File: config.mk
export PLATFORM = sky130hd
export DESIGN_NAME = dffram_arbiter
export DESIGN_NICKNAME = d
export VERILOG_FILES = /design/src/rtl/dffram_arb_pkg.sv /design/src/rtl/dffram_arb_decode.sv /design/src/rtl/dffram_arbiter.sv
export SDC_FILE = /design/constraint.sdc
export NUM_CORES = 1
export LEC_CHECK = 0
export BUFFER_PORTS_ARGS = -buffer_cell sky130_fd_sc_hd__buf_4
export CAP_MARGIN = 40
export CORE_AREA = 2 2 98 100
export DETAILED_ROUTE_END_ITERATION = 8
export DIE_AREA = 0 0 100 102
export PLACE_DENSITY = 0.51
export SLEW_MARGIN = 20
export SYNTH_ARGS = -nofsm -noshare
export SYNTH_HDL_FRONTEND = slang
export SYNTH_SLANG_ARGS = --single-unit
File: constraint.sdc
create_clock -name CLK -period 1.9 [get_ports CLK]
set_input_delay 0.19 -clock CLK [delete_from_list [all_inputs] [get_ports CLK]]
set_output_delay 0.19 -clock CLK [all_outputs]
set_load 0.005 [all_outputs]
File: src/rtl/dffram_arb_pkg.sv
// Shared types and defaults for the DFFRAM two-port arbiter.
package dffram_arb_pkg;

  localparam int unsigned DEF_AW        = 12;
  localparam logic [31:0] DEF_BASE_ADDR = 32'h0000_0000;

  typedef enum logic {
    PORT_IF = 1'b0,
    PORT_D  = 1'b1
  } port_e;

  typedef struct packed {
    logic  valid;
    logic  err;
    port_e owner;
  } resp_t;

endpackage

File: src/rtl/dffram_arb_decode.sv
// Byte-address window check and RAM word-address extraction for one port.
module dffram_arb_decode
  import dffram_arb_pkg::*;
#(
  parameter int unsigned AW        = DEF_AW,
  parameter logic [31:0] BASE_ADDR = DEF_BASE_ADDR
) (
  input  logic [31:0]   addr,
  output logic          in_range,
  output logic [AW-1:0] word_addr
);

  logic [31:0] offset;
  logic [32:0] limit;

  // Compare in 33 bits so the window size cannot overflow for large AW.
  assign offset    = addr - BASE_ADDR;
  assign limit     = 33'd4 << AW;
  assign in_range  = ({1'b0, offset} < limit);
  assign word_addr = offset[AW+1:2];

endmodule

File: src/rtl/dffram_arbiter.sv
// Shares one single-port DFFRAM between instruction fetch and data ports.
// Build option: DFFRAM_ARB_RR_EN selects round-robin arbitration instead of
// fixed data priority with an instruction starvation counter.
module dffram_arbiter
  import dffram_arb_pkg::*;
#(
  parameter int unsigned AW        = DEF_AW,
  parameter logic [31:0] BASE_ADDR = DEF_BASE_ADDR,
  parameter int unsigned MAX_WAIT  = 4
) (
  input  logic          CLK,
  input  logic          RST,
  input  logic          if_req_i,
  input  logic [31:0]   if_addr_i,
  output logic          if_gnt_o,
  output logic          if_rvalid_o,
  output logic [31:0]   if_rdata_o,
  output logic          if_err_o,
  input  logic          d_req_i,
  input  logic          d_we_i,
  input  logic [3:0]    d_be_i,
  input  logic [31:0]   d_addr_i,
  input  logic [31:0]   d_wdata_i,
  output logic          d_gnt_o,
  output logic          d_rvalid_o,
  output logic [31:0]   d_rdata_o,
  output logic          d_err_o,
  output logic          ram_en_o,
  output logic [3:0]    ram_we_o,
  output logic [31:0]   ram_di_o,
  output logic [AW-1:0] ram_a_o,
  input  logic [31:0]   ram_do_i
);

  logic          if_in_range, d_in_range;
  logic [AW-1:0] if_word, d_word;
  logic          if_gnt, d_gnt;
  resp_t         resp_q;
  logic          rd_q;

  dffram_arb_decode #(
    .AW        (AW),
    .BASE_ADDR (BASE_ADDR)
  ) u_if_dec (
    .addr      (if_addr_i),
    .in_range  (if_in_range),
    .word_addr (if_word)
  );

  dffram_arb_decode #(
    .AW        (AW),
    .BASE_ADDR (BASE_ADDR)
  ) u_d_dec (
    .addr      (d_addr_i),
    .in_range  (d_in_range),
    .word_addr (d_word)
  );

`ifdef DFFRAM_ARB_RR_EN
  port_e rr_ptr_q;

  // Priority pointer: moves to the loser only after a contested grant.
  always_ff @(posedge CLK or posedge RST) begin
    if (RST) begin
      rr_ptr_q <= PORT_IF;
    end else if (if_req_i && d_req_i) begin
      rr_ptr_q <= if_gnt ? PORT_D : PORT_IF;
    end
  end
`else
  localparam int unsigned CW = $clog2(MAX_WAIT + 2);
  localparam logic [CW-1:0] WAIT_LIM = CW'(MAX_WAIT);

  logic [CW-1:0] starve_q;

  // Counts consecutive denied instruction cycles; cleared on grant or idle.
  always_ff @(posedge CLK or posedge RST) begin
    if (RST) begin
      starve_q <= '0;
    end else if (if_req_i && !if_gnt) begin
      starve_q <= starve_q + 1'b1;
    end else begin
      starve_q <= '0;
    end
  end
`endif

  // Single-grant arbitration; grants are suppressed while reset is held.
  always_comb begin
    if_gnt = 1'b0;
    d_gnt  = 1'b0;
    if (!RST) begin
      if (if_req_i && d_req_i) begin
`ifdef DFFRAM_ARB_RR_EN
        if (rr_ptr_q == PORT_IF) begin
          if_gnt = 1'b1;
        end else begin
          d_gnt = 1'b1;
        end
`else
        if (starve_q >= WAIT_LIM) begin
          if_gnt = 1'b1;
        end else begin
          d_gnt = 1'b1;
        end
`endif
      end else begin
        if_gnt = if_req_i;
        d_gnt  = d_req_i;
      end
    end
  end

  assign if_gnt_o = if_gnt;
  assign d_gnt_o  = d_gnt;
  assign ram_di_o = d_wdata_i;

  // Steer the winning port onto the RAM; out-of-range accesses leave it idle.
  always_comb begin
    ram_en_o = 1'b0;
    ram_we_o = '0;
    ram_a_o  = '0;
    if (d_gnt) begin
      ram_a_o = d_word;
      if (d_in_range) begin
        ram_en_o = 1'b1;
        ram_we_o = d_we_i ? d_be_i : 4'b0000;
      end
    end else if (if_gnt) begin
      ram_a_o = if_word;
      if (if_in_range) begin
        ram_en_o = 1'b1;
      end
    end
  end

  // Response tracking: one registered entry, valid the cycle after grant.
  always_ff @(posedge CLK or posedge RST) begin
    if (RST) begin
      resp_q <= '0;
      rd_q   <= 1'b0;
    end else begin
      resp_q.valid <= if_gnt | d_gnt;
      resp_q.err   <= d_gnt ? !d_in_range : !if_in_range;
      resp_q.owner <= d_gnt ? PORT_D : PORT_IF;
      rd_q         <= d_gnt ? !d_we_i : 1'b1;
    end
  end

  assign if_rvalid_o = resp_q.valid && (resp_q.owner == PORT_IF);
  assign d_rvalid_o  = resp_q.valid && (resp_q.owner == PORT_D);
  assign if_err_o    = if_rvalid_o && resp_q.err;
  assign d_err_o     = d_rvalid_o && resp_q.err;
  assign if_rdata_o  = (if_rvalid_o && !resp_q.err && rd_q) ? ram_do_i : '0;
  assign d_rdata_o   = (d_rvalid_o && !resp_q.err && rd_q) ? ram_do_i : '0;

endmodule

==> results by group <==
Run status
  – Status: complete, no violations

Pwr
  – Leakage: approximately 1.4 nW
  – Register share of total power: between 20% and 30%
  – Combinational fraction of design power: 41.9%
  – PD cells: between 200 and 250 mW/mm^2
  – Psw: around 0.00015 W
  – Internal: 0.000489 W
  – Switching share of power: between 20% and 30%
  – Max VDD drop: approximately 0.00019 V
  – Clock Power Share: 32.7%

Cells and area
  – Fraction of layout cells with a size suffix above 1: 61.1%
  – Finished Core Util: ~29%
  – NumNets Final: 463
  – Ant. Diodes: 0
  – Area Overhead vs Synth: 108%
  – Fin cells: between 400 and 500

Route
  – Post-DRT Antenna Nets: 0
  – First-pass DRT Iterations: 3
  – DR vias/cell: 3.93
  – DRC violations left: 0
  – Final WL: 5010 um
  – Routed wire per std cell: 11.5 um
  – Iteration-0 DRC Markers: 6
  – Via Count: approximately 1700

STA
  – Tightest Pin Transition: 0.318 ns
  – Setup TNS: 0 ns
  – RSZ-0062 raised after global routing: false
  – Endpoints failing hold: 0
  – Period utilization: a little over nine tenths
  – Fin worst setup slack: 0.0772 ns
  – Final min period: between 1.5 and 2 ns
  – Max frequency: 549 MHz
  – Max-slew violations: 0
  – Final setup viols: 0
  – Relative slew slack: 78.6%
  – Clk_skew: approximately 0.0011 ns

Global routing
  – Vias in the first global route: 1605
  – Initial antenna violation count: 0
  – Global-route wire length before repair: 7210 um
  – Grt ovf: 0
  – Pin count of the biggest net entering global routing: 33
  – Total GRT Usage: under 10%

Synthesis
  – Synth area leader: and2_1
  – EDFF count, synth: 0
  – Post-synth cell types: 26
  – Mapped Cells: 170
  – Top post-synthesis cells by area: and2_1, buf_4, dfrtp_1
  – Syn. warnings: 0
  – Synthesized area per cell: between 7 and 8 sq um
  – Mapped Nets: 308
  – Synth cell count leaders: and2_1, buf_4, a22o_1, dfrtp_1, nor4_1
  – Synthesized cell area: 0.00126 sq mm
  – Sequential area share after synthesis: 13.9%
  – FF+latch count, synth: 7
  – Most numerous cell in the Yosys netlist: and2_1
  – Synth top area share: 33.4%
  – Top_reg_cell synth: dfrtp_1
  – Asr flop ratio synth: 100%

Floorplanning
  – CORE AREA: 0.00911 sq mm
  – Die width: around 100 um
  – Top Ports: 256
  – Full die area: 0.0102 sq mm
  – Initial core utilization: 13.8%
  – Die Span Y: 102 um
  – Row count: 35

Placed design
  – Port bufs: ~190
  – Dpl cells: 430
  – Place WS: 0.280 ns
  – Placer Congestion: 0.689
  – Detailed placer's ending HPWL: 4340 um

Clock network
  – CTS sink cnt: 7
  – Num CTS Buffers: 3
  – Root buffer cell: clkbuf_8
  – Clock transition at path regs: approximately 0.04 ns
  – Post-CTS setup buffers: 0
  – Worst-skew pair later-pin latency: 0.23 ns
  – Maximum root-to-sink buffer count: 2
  – H-tree depth: 1
  – TritonCTS clock tree: yes

Critical path
  – RR Startpoint: starve_q[2]$_DFF_PP0_
  – Worst setup EP type: output pin
  – Critical path startpoint: starve_q[2]$_DFF_PP0_
  – CP Class: flop to output pin
  – Worst Setup Start Kind: flop
  – R2r setup slk: a little over 0.6 ns
  – WP data arrival: about 1.6 ns
  – Critical Path Sink: ram_we_o[3]
  – R2r endpoint: resp_q[1]$_DFF_PP0_
  – CP max FO: 5
  – R2r worst-path depth: 3
  – Worst Path Required: 1.71 ns

Hold path
  – HP Class: input port to flop

Job
  – Max Cap Violations: 0
[worst max-delay path, stage by stage (launching register included)]
cell and delay, ns:
dfrtp_1 0.40, and2_1 0.21, or3b_4 0.44, nor3_1 0.20
buf_4 0.15
[repair_timing]
item                                    4_1_cts  5_1_grt
endpoints found under the setup margin        0        4
hold buffers                                  1        0
endpoints found under the hold margin         7        0
resized for setup                             0        2
[final cells by class]
class                   instances  area, sq um
multi-input cells             119          793
clock buffers                   4         45.0
repair buffers                191         1440
flip-flops and latches          7          175
fillers                       990         6500
well taps                     111          139
inverters                       3         11.3
[cells in the final DEF, fill, tap and decap left out, drive strengths merged, types with 2 or more instances in the layout]
master  synthesis  routed
dfrtp           7       7
and2           67      67
inv             3       3
clkbuf          6       4
nor4            8       8
buf            35     190
and3b           2       2
nor2b           2       2
or3b            2       2
nor3            6       6
nand2           5       5
and3            2       2
a22o           12      12
nor2            5       5
[registers in the layout (all words and copies together) (netlist names)]
| name | cells |
|---|---|
| resp_q | 3 |
| rd_q | 1 |
| starve_q | 3 |
[worst min-delay path by stage]
| stage | end | depth (start not counted) | startpoint | slack [ns] |
|---|---|---|---|---|
| global placement | resp_q[1]$_DFF_PP0_ | 2 | RST | 0.16 |
| finish | resp_q[2]$_DFF_PP0_ | 2 | RST | 0.14 |
| floorplan | rd_q$_DFF_PP0_ | 1 | RST | -0.007 |
| CTS | resp_q[2]$_DFF_PP0_ | 2 | RST | 0.13 |
| detailed placement | resp_q[2]$_DFF_PP0_ | 2 | RST | 0.17 |
| global route | resp_q[2]$_DFF_PP0_ | 2 | RST | 0.13 |
[power groups by stage]
| stage | clock network, W | registers [W] | logic (W) |
|---|---|---|---|
| after floorplan | 0 | 0.000163 | 0.000112 |
| after global placement | 0 | 0.000164 | 0.000265 |
| after detailed placement | 0 | 0.000164 | 0.000270 |
| after CTS | 0.000219 | 0.000163 | 0.000272 |
| after global routing | 0.000229 | 0.000164 | 0.000294 |
| final | 0.000210 | 0.000163 | 0.000268 |
[routing by layer]
| metal | GRT usage, % | share of wire, % |
|---|---|---|
| met5 | 0 | 0 |
| met4 | 2.21 | 0.52 |
| met2 | 16.8 | 49 |
| met1 | 8.96 | 36 |
| met3 | 4.10 | 14 |
[through the flow]
stage / hold WS, ns / area, sq um / total power, W
final: 0.141 / 2610 / 0.000640
after global routing: 0.131 / 2610 / 0.000686
after global placement: 0.158 / 2530 / 0.000429
after CTS: 0.130 / 2600 / 0.000653
after floorplan: -0.00660 / 1260 / 0.000275
after detailed placement: 0.169 / 2540 / 0.000434
[logic make-up after synthesis]
kind of cell / count (synthesis) / share of synthesized area (%)
buf+inv: 44 / 23.5
xor+xnor: 1 / 0.697
fa+ha+maj: 1 / 0.996
flops: 7 / 13.9
compound gates: 15 / 10.5
simple gates: 102 / 50.4
No activity file was read; power rests on OpenSTA's default activity.
